### src/rtl/cpu_mem_pkg.sv
// Shared memory-path definitions: arbiter state encoding and default bus widths.
package cpu_mem_pkg;

  localparam int unsigned CPU_ADDR_W = 16;
  localparam int unsigned CPU_DATA_W = 16;
  localparam int unsigned WD_CNT_W   = 8;

  typedef enum logic [1:0] {
    ST_IDLE  = 2'd0,
    ST_FETCH = 2'd1,
    ST_DATA  = 2'd2,
    ST_DONE  = 2'd3
  } arb_state_e;

  // Saturating increment used by the fetch-starvation counter.
  function automatic logic [7:0] sat_inc(input logic [7:0] val, input logic [7:0] lim);
    return (val >= lim) ? lim : val + 8'd1;
  endfunction

endpackage

### src/rtl/mem_watchdog.sv
// RAM access watchdog: loadable up-counter, flags expiry at TIMEOUT-1.
module mem_watchdog
  import cpu_mem_pkg::*;
#(
  parameter int TIMEOUT = 16
) (
  input  logic                i_clock,
  input  logic                i_reset,
  input  logic                i_clear,
  input  logic                i_load,
  input  logic [WD_CNT_W-1:0] i_load_val,
  input  logic                i_en,
  output logic                o_expired
);

  logic [WD_CNT_W-1:0] r_cnt;

  // Counter: clear wins over load, load wins over count.
  always_ff @(posedge i_clock) begin
    if (i_reset || i_clear) begin
      r_cnt <= '0;
    end else if (i_load) begin
      r_cnt <= i_load_val;
    end else if (i_en) begin
      r_cnt <= r_cnt + 1'b1;
    end
  end

  assign o_expired = (r_cnt == WD_CNT_W'(TIMEOUT - 1));

endmodule

### src/rtl/mem_port_arbiter.sv
// Shares one variable-latency RAM between the fetch and data ports.
// Fixed-priority toward data, with a starvation limit that forces a fetch.
module mem_port_arbiter
  import cpu_mem_pkg::*;
#(
  parameter int ADDR_W       = CPU_ADDR_W,
  parameter int DATA_W       = CPU_DATA_W,
  parameter int STARVE_LIMIT = 3,
  parameter int TIMEOUT      = 16
) (
  input  logic              i_clock,
  input  logic              i_reset,
  input  logic              i_if_req,
  input  logic [ADDR_W-1:0] i_if_addr,
  output logic [DATA_W-1:0] o_if_rdata,
  output logic              o_if_valid,
  output logic              o_if_stall,
  input  logic              i_mem_req,
  input  logic              i_mem_we,
  input  logic              i_mem_byte,
  input  logic [ADDR_W-1:0] i_mem_addr,
  input  logic [DATA_W-1:0] i_mem_wdata,
  output logic [DATA_W-1:0] o_mem_rdata,
  output logic              o_mem_valid,
  output logic              o_mem_stall,
  output logic              o_ram_req,
  output logic              o_ram_we,
  output logic              o_ram_byte,
  output logic [ADDR_W-1:0] o_ram_addr,
  output logic [DATA_W-1:0] o_ram_wdata,
  input  logic [DATA_W-1:0] i_ram_rdata,
  input  logic              i_ram_ack,
  output logic              o_bus_error
);

  arb_state_e  r_state;
  arb_state_e  w_state_nxt;
  logic        w_grant_if;
  logic        w_grant_mem;
  logic        w_finish;
  logic        w_abort;
  logic        w_wd_expired;
  logic        w_busy;
  logic        r_owner_mem;
  logic [7:0]  r_starve_cnt;
  logic [DATA_W-1:0] w_ret_data;

  assign w_busy     = (r_state == ST_FETCH) || (r_state == ST_DATA);
  assign w_ret_data = w_abort ? '0 : i_ram_rdata;

  mem_watchdog #(
    .TIMEOUT (TIMEOUT)
  ) u_watchdog (
    .i_clock    (i_clock),
    .i_reset    (i_reset),
    .i_clear    (r_state == ST_DONE),
    .i_load     (w_grant_if || w_grant_mem),
    .i_load_val ('0),
    .i_en       (w_busy),
    .o_expired  (w_wd_expired)
  );

  // State register.
  always_ff @(posedge i_clock) begin
    if (i_reset) begin
      r_state <= ST_IDLE;
    end else begin
      r_state <= w_state_nxt;
    end
  end

  // Next state: arbitration in IDLE, completion/abort while busy, one turnaround cycle.
  always_comb begin
    w_state_nxt = r_state;
    w_grant_if  = 1'b0;
    w_grant_mem = 1'b0;
    w_finish    = 1'b0;
    w_abort     = 1'b0;
    case (r_state)
      ST_IDLE: begin
        if (i_mem_req && (!i_if_req || (r_starve_cnt != 8'(STARVE_LIMIT)))) begin
          w_grant_mem = 1'b1;
          w_state_nxt = ST_DATA;
        end else if (i_if_req) begin
          w_grant_if  = 1'b1;
          w_state_nxt = ST_FETCH;
        end
      end
      ST_FETCH, ST_DATA: begin
        if (i_ram_ack) begin
          w_finish = 1'b1;
        end else if (w_wd_expired) begin
          w_finish = 1'b1;
          w_abort  = 1'b1;
        end
        if (w_finish) begin
          w_state_nxt = ST_DONE;
        end
      end
      ST_DONE: w_state_nxt = ST_IDLE;
      default: w_state_nxt = ST_IDLE;
    endcase
  end

  // Registered RAM command and per-port completion outputs.
  always_ff @(posedge i_clock) begin
    if (i_reset) begin
      o_ram_req   <= 1'b0;
      o_ram_we    <= 1'b0;
      o_ram_byte  <= 1'b0;
      o_ram_addr  <= '0;
      o_ram_wdata <= '0;
      r_owner_mem <= 1'b0;
      o_if_rdata  <= '0;
      o_if_valid  <= 1'b0;
      o_mem_rdata <= '0;
      o_mem_valid <= 1'b0;
      o_bus_error <= 1'b0;
    end else begin
      o_if_valid  <= 1'b0;
      o_mem_valid <= 1'b0;
      o_bus_error <= 1'b0;
      if (w_grant_if || w_grant_mem) begin
        o_ram_req   <= 1'b1;
        o_ram_we    <= w_grant_mem && i_mem_we;
        o_ram_byte  <= w_grant_mem && i_mem_byte;
        o_ram_addr  <= w_grant_mem ? i_mem_addr : i_if_addr;
        o_ram_wdata <= w_grant_mem ? i_mem_wdata : '0;
        r_owner_mem <= w_grant_mem;
      end
      if (w_finish) begin
        o_ram_req   <= 1'b0;
        o_bus_error <= w_abort;
        if (r_owner_mem) begin
          o_mem_rdata <= w_ret_data;
          o_mem_valid <= 1'b1;
        end else begin
          o_if_rdata <= w_ret_data;
          o_if_valid <= 1'b1;
        end
      end
    end
  end

  // Starvation counter: counts data grants taken while a fetch waits.
  always_ff @(posedge i_clock) begin
    if (i_reset) begin
      r_starve_cnt <= '0;
    end else if (w_grant_if) begin
      r_starve_cnt <= '0;
    end else if (w_grant_mem && i_if_req) begin
      r_starve_cnt <= sat_inc(r_starve_cnt, 8'(STARVE_LIMIT));
    end
  end

  assign o_if_stall  = i_if_req && !o_if_valid;
  assign o_mem_stall = i_mem_req && !o_mem_valid;

endmodule

### config.mk
export PLATFORM = sky130hd
export DESIGN_NAME = mem_port_arbiter
export DESIGN_NICKNAME = d
export VERILOG_FILES = /design/src/rtl/cpu_mem_pkg.sv /design/src/rtl/mem_watchdog.sv /design/src/rtl/mem_port_arbiter.sv
export SDC_FILE = /design/constraint.sdc
export NUM_CORES = 1
export LEC_CHECK = 0
export ABC_AREA = 1
export CAP_MARGIN = 5
export CORE_ASPECT_RATIO = 0.7
export CORE_MARGIN = 2
export CORE_UTILIZATION = 32
export CTS_CLUSTER_DIAMETER = 50
export DETAILED_ROUTE_END_ITERATION = 8
export PLACE_DENSITY = 0.63
export SLEW_MARGIN = 40
export SYNTH_ARGS = -nofsm -noshare
export SYNTH_HDL_FRONTEND = slang
export SYNTH_SLANG_ARGS = --single-unit
### constraint.sdc
create_clock -name i_clock -period 1.65 [get_ports i_clock]
set_input_delay 0.33 -clock i_clock [delete_from_list [all_inputs] [get_ports i_clock]]
set_output_delay 0.33 -clock i_clock [all_outputs]
set_load 0.02 [all_outputs]
==> results.toml <==
[outcome]
status = "completed"

[global_routing]
grt_use_total_pct = 17.3
grt_max_degree = 41
gr-total-overflow = 0
antenna_found_initial = 0
grt_pass1_vias = 3900
grt_pass1_wl_um = 18700

[layout]
fin_nets = 763
fillCellCount = 1120
drive_above_1_share_pct = 8.67
instances_no_fill = 849
regArea_um2 = 1780
num_antenna_cells = 0
multiInputGateArea_um2 = 1670
area_delta_synth_final_pct = 51.7
final_core_utilization_pct = 50.5

[sta]
setup_tns_ns = 0
finalSetupViolCount = 0
period_share_pct = 98.1
worst_pin_slew_ns = 0.412
fin_crit_ns = 1.62
hold_violations = 0
layout_setup_ws_ns = 0.0314
slew_viol_final = 0
relSlewSlack_pct = 72.5
rsz0062_at_grt = "no"
clock_skew_ns = 0.00596
fmax_mhz = 618

[yosys]
syn_inst = 545
synth.top_cell.area_share_pct = 45.1
synth.distinct_cells = 29
synth_most_common_cell = "nand2_1"
synth_nets = 621
synth_top_cell_by_area = "dfxtp_1"
seq_area_frac_synth_pct = 45.1
synth_area_leaders = "dfxtp_1 45%, nand2_1 12%, nand4_1 8.1%, inv_1 8.0%, a21oi_1 7.6%"
synth-edff-count = 0
synth_common_cells = "121 x nand2_1, 89 x dfxtp_1, 84 x inv_1"
synth-seq-cells = 89
synth_top_family_by_area = "simple AND/OR/NAND/NOR gates"
avgSynthCellArea_um2 = 7.24
synth_compound_area_share_pct = 8.24
synthSimpleGateAreaFrac_pct = 31.6
synth_ff_type = "dfxtp_1"
muxShareOfSynthArea_pct = 0
async_flop_share_pct = 0
yosys_warnings = 0
syn_area_um2 = 3950
synthXorXnorAreaFrac_pct = 0.444
synth-adder-area-share_pct = 1.58

[floorplan]
die_y_um = 96.9
pin_count = 143
num_rows = 33
die_x_um = 137
core_um2 = 11900
die_area_um2 = 13300
start_util_pct = 33.3

[route]
drt-vias-per-instance = 4.79
vias = 4066
routedWlPerCell_um = 13.6
drt_iter0_markers = 201
drt_wl_total_um = 11600
firstDrtPassIters = 4
antenna_left = 0
drc = 0

[power]
pwr-share-seq_pct = 33.0
p_per_area_nw_per_um2 = 1390
p_clk_share_pct = 22.1
power.leakage_uw = 0.00319
power_frac_comb_pct = 44.9
p_sw_uw = 3200
p_int_uw = 5090
p_sw_share_pct = 38.6
irDropWorstVdd_mv = 0.953

[cts]
clock_latency_ns = 0.34
clk_pin_slew_worst_paths_ns = 0.06
numCtsBuffers = 9
cts.sinks = 89
cts_htree_levels = 3
clock_path_buffers = 2
hold_buffers = 0
cts_tree = "built"
cts_root_buffer = "clkbuf_16"

[place]
io_buffer_count = 142
place_inst = 832
place_ws_ns = -0.322
dp_hpwl_um = 8300
place_congestion = 0.811

[min_path]
hp-class = "input port to register"

[worst_setup_path]
regToRegSetupSlack_ns = 0.11
arrival_ns = 1.29
worst-path-max-fanout = 2
slowest_stage = "clkdlybuf4s50_1"
crit_required_ns = 1.32
cpLargestDelayFamily = "buffers and inverters"
startpoint_type = "register"
endpoint_kind = "output port"
path_buf_inv = 1
critPathMaxStageDelay_ns = 0.63
crit_type = "register to output port"
cp_cell_sequence = "clkdlybuf4s50_1"

[run]
cap_violations = 0
power by group through the flow:
stage          Clock (uW)  Sequential [uW]  Combinational, uW
6_report             1830             2730               3730
3_5_place_dp            0             2790               3740
5_1_grt              2030             2780               4100
2_1_floorplan           0             3160               1840
4_1_cts              1900             2750               3720
3_3_place_gp            0             2770               3680
flip-flops by register name (all words and copies together), names as in the netlist, 2 cells and up:
signal,cells
u_watchdog.r_cnt,8
r_state,2
r_starve_cnt,8
o_if_rdata,16
o_ram_wdata,16
o_mem_rdata,16
o_ram_addr,16
metal layers:
metal,track usage [%],part of all wire [%]
met5,0,0
met4,3.04,0.86
met3,5.08,7.7
met2,27.6,45
met1,23.4,46
logic make-up after synthesis:
| family | Yosys count |
|---|---|
| compound gates | 63 |
| fa+ha+maj | 5 |
| flops | 89 |
| buf+inv | 119 |
| xor+xnor | 2 |
| simple gates | 267 |
per-stage QoR:
stage               total power (uW)  hold WS (ns)  cell area [um2]
global route                    8910         0.428             5990
CTS                             8360         0.399             5850
global placement                6450         0.432             5590
floorplan                       5000         0.425             3950
finish                          8290         0.417             5990
detailed placement              6530         0.438             5590
area by class of cell:
class | count | area share (%)
Sequential cell | 89 | 29.8
Timing Repair Buffer | 165 | 29.3
Multi-Input combinational cell | 337 | 27.9
Inverter | 85 | 5.33
Clock buffer | 11 | 3.89
Tap cell | 157 | 3.28
Clock inverter | 5 | 0.543
placed cells by master (no fill, tap or decap), types with 3 or more instances in the layout:
master,n
nor2_1,38
clkinvlp_4,3
buf_12,6
nand4_1,51
dlymetal6s2s_1,44
dfxtp_1,89
nand3_1,38
dlygate4sd2_1,8
nor2_2,4
inv_1,83
ha_1,4
buf_4,17
clkbuf_16,9
a21oi_1,60
nand3_2,5
nand2_1,121
clkdlybuf4s50_1,87
or2_2,3
worst register-to-register path, delay by kind of cell, from the launching register on:
| kind | cells | cell delay [ns] |
|---|---|---|
| AND/OR/NAND/NOR | 2 | 0.18 |
| AO/OA/AOI/OAI | 1 | 0.06 |
| buffers and inverters | 3 | 0.46 |
| flip-flops | 1 | 0.33 |
| adder cells (fa/ha/maj) | 1 | 0.38 |
final timing paths:
| path | to | startpoint | cells past startpoint |
|---|---|---|---|
| max | o_ram_wdata[6] | o_ram_wdata[6]$_SDFFE_PP0P_ | 1 |
| min | o_if_rdata[12]$_SDFFE_PP0P_ | i_reset | 3 |
| max reg2reg | o_if_rdata[2]$_SDFFE_PP0P_ | r_state[0]$_SDFFE_PP0P_ | 7 |
| min reg2reg | r_starve_cnt[5]$_SDFFE_PP0P_ | r_starve_cnt[5]$_SDFFE_PP0P_ | 2 |
what timing repair did:
item                                    in CTS  in global routing
pin swaps                                    0                  1
endpoints found under the setup margin      10                 99
setup buffers                                0                  1
resized for setup                           13                 52
No activity file was read; power rests on OpenSTA's default activity.
==> variant, RTL diff (same settings) <==
Change the package constant `CPU_ADDR_W` from 16 to 14.
--- a/src/rtl/cpu_mem_pkg.sv
+++ b/src/rtl/cpu_mem_pkg.sv
@@ -2,5 +2,5 @@
 package cpu_mem_pkg;
 
-  localparam int unsigned CPU_ADDR_W = 16;
+  localparam int unsigned CPU_ADDR_W = 14;
   localparam int unsigned CPU_DATA_W = 16;
   localparam int unsigned WD_CNT_W   = 8;
Interface: changed (resized i_if_addr, i_mem_addr and o_ram_addr); port bits go from 143 to 137. No check against the original RTL was run, so the function may have changed too.
==> variant against the unedited design <==
Worst setup slack worse by 6.1 ps. Die area is 1.6% lower. Sequential cell count is 2 lower. Fmax is 0.38% lower. Area after synthesis is 1.6% lower. Power is 7.3% higher. Final area is 0.31% lower. Routed wire length is 2.7% higher. Largest cell class unchanged. Largest power group unchanged.
==> variant: results (changes against the unedited design) <==
Run status
  – Status: complete, no violations

Synthesis
  – Synth area leaders: dfxtp_1 (45%), nand2_1 (11%), inv_1 (7.9%), nand4_1 (7.6%), a21oi_1 (7.3%)
  – Syn Nets: 601 (-3.2%)
  – Sequential area share after synthesis: 44.86% (-0.27 points)
  – Syn Inst Count: 529 (-2.9%)
  – Top cells by count, synth: nand2_1 (114), dfxtp_1 (87), inv_1 (82)
  – Distinct cells, synth: 31 (+6.9%)

Timing
  – Skew final: 4.081 ps (-1.878 ps)
  – Worst-Margin Slew: 396.3 ps (-15.61 ps)

Detailed routing
  – Via-per-instance ratio: 4.744 (-0.94%)
  – Routed Wire Length: 11,870 um (+2.7%)
  – Violation count after the first detailed-route iteration: 160 (-20%)

GRT
  – Initial antenna violation count: 0 (unchanged)
  – Total track usage: 17.69% (+0.36 points)
  – First-pass GRT wire length: 18,400 um (-1.5%)
  – Met3 usage: 7.004% (+1.9 points)
  – GRT met2 Usage: 27.65% (+0.036 points)
  – Met1 Use GR: 22.94% (-0.45 points)
  – Pin count of the biggest net entering global routing: 33 (-20%)
  – Vias in the first global route: 3,788 (-2.9%)

Final layout
  – Share of post-route cells with drive strength above 1: 8.333% (-0.34 points)
  – NumNets Final: 739 (-3.1%)
  – Final cell count without fillers: 829 (-2.4%)
  – Regs by FF count: o_if_rdata x16, o_mem_rdata x16, o_ram_wdata x16

Placed design
  – Placed cell areas: 5451 um^2 (-2.5%)
  – Post-DP HPWL: 8114 um (-2.2%)
  – Placed cell count: 809 (-2.8%)
  – Final Wtd Congestion: 0.8215 (+1.3%)
  – # port buffers: 136 (-4.2%)

Pwr
  – Static leakage: 0.003119 uW (-2.1%)
  – Maximum vdd drop: 0.6829 mV (-28%)

Setup path
  – R2r startpoint: r_state[1]$_SDFFE_PP0P_
  – Setup crit start: o_if_rdata[1]$_SDFFE_PP0P_

Clocking
  – H-tree depth: 3 (unchanged)
==> variant: cell families after synthesis <==
| group | after synthesis | synth area share [%] |
|---|---|---|
| simple gates | 257 | 31.81 |
| buf+inv | 117 | 12.86 |
| flops | 87 | 44.86 |
| compound gates | 60 | 8.186 |
| fa+ha+maj | 5 | 1.611 |
| xor+xnor | 3 | 0.6769 |
==> variant: area by class of cell <==
class / count / area [um^2]
clock buffers: 12 / 256.5
fillers: 1116 / 5798
repair buffers: 158 / 1694
well taps: 157 / 196.4
clock inverters: 4 / 76.32
flip-flops and latches: 87 / 1742
multi-input cells: 327 / 1689
inverters: 84 / 315.3
==> variant: metal layers <==
metal | vias up | wire length (um)
met5 | - | 0
met4 | 0 | 84
met2 | 138 | 5083
met1 | 1795 | 5554
li1 | 1989 | -
met3 | 11 | 1150
==> variant: final timing paths <==
check                           slack [ps]  cells after the start                                to
worst max-delay path                    30                      1                     o_if_rdata[1]
worst min-delay path                   220                      2      r_starve_cnt[2]$_SDFFE_PP0P_
worst max register to register          80                      6  u_watchdog.r_cnt[3]$_SDFFE_PP0P_
worst min register to register         450                      2      r_starve_cnt[3]$_SDFFE_PP0P_
==> variant: power by group <==
group	total, uW	leakage [uW]	internal (uW)	switching, uW
clock	2260	0.000159	1420	844
combinational	3960	0.00225	1690	2270
sequential	2680	0.000710	2470	210
total	8900	0.00312	5580	3320
==> variant: through the flow <==
step | setup TNS, ps | setup WS [ps]
after floorplan | 0 | 190.6
after global placement | -4570 | -268.8
after detailed placement | -6281 | -277.5
after CTS | 0 | 0.4831
after global routing | -9.027 | -9.027
final | 0 | 25.30
==> variant: repair_timing <==
item / in CTS / in global routing
pin swaps: 0 / 3
endpoints found under the setup margin: 4 / 75
gates cloned: 0 / 3
resized for setup: 5 / 46
buffers inserted: 0 / 1
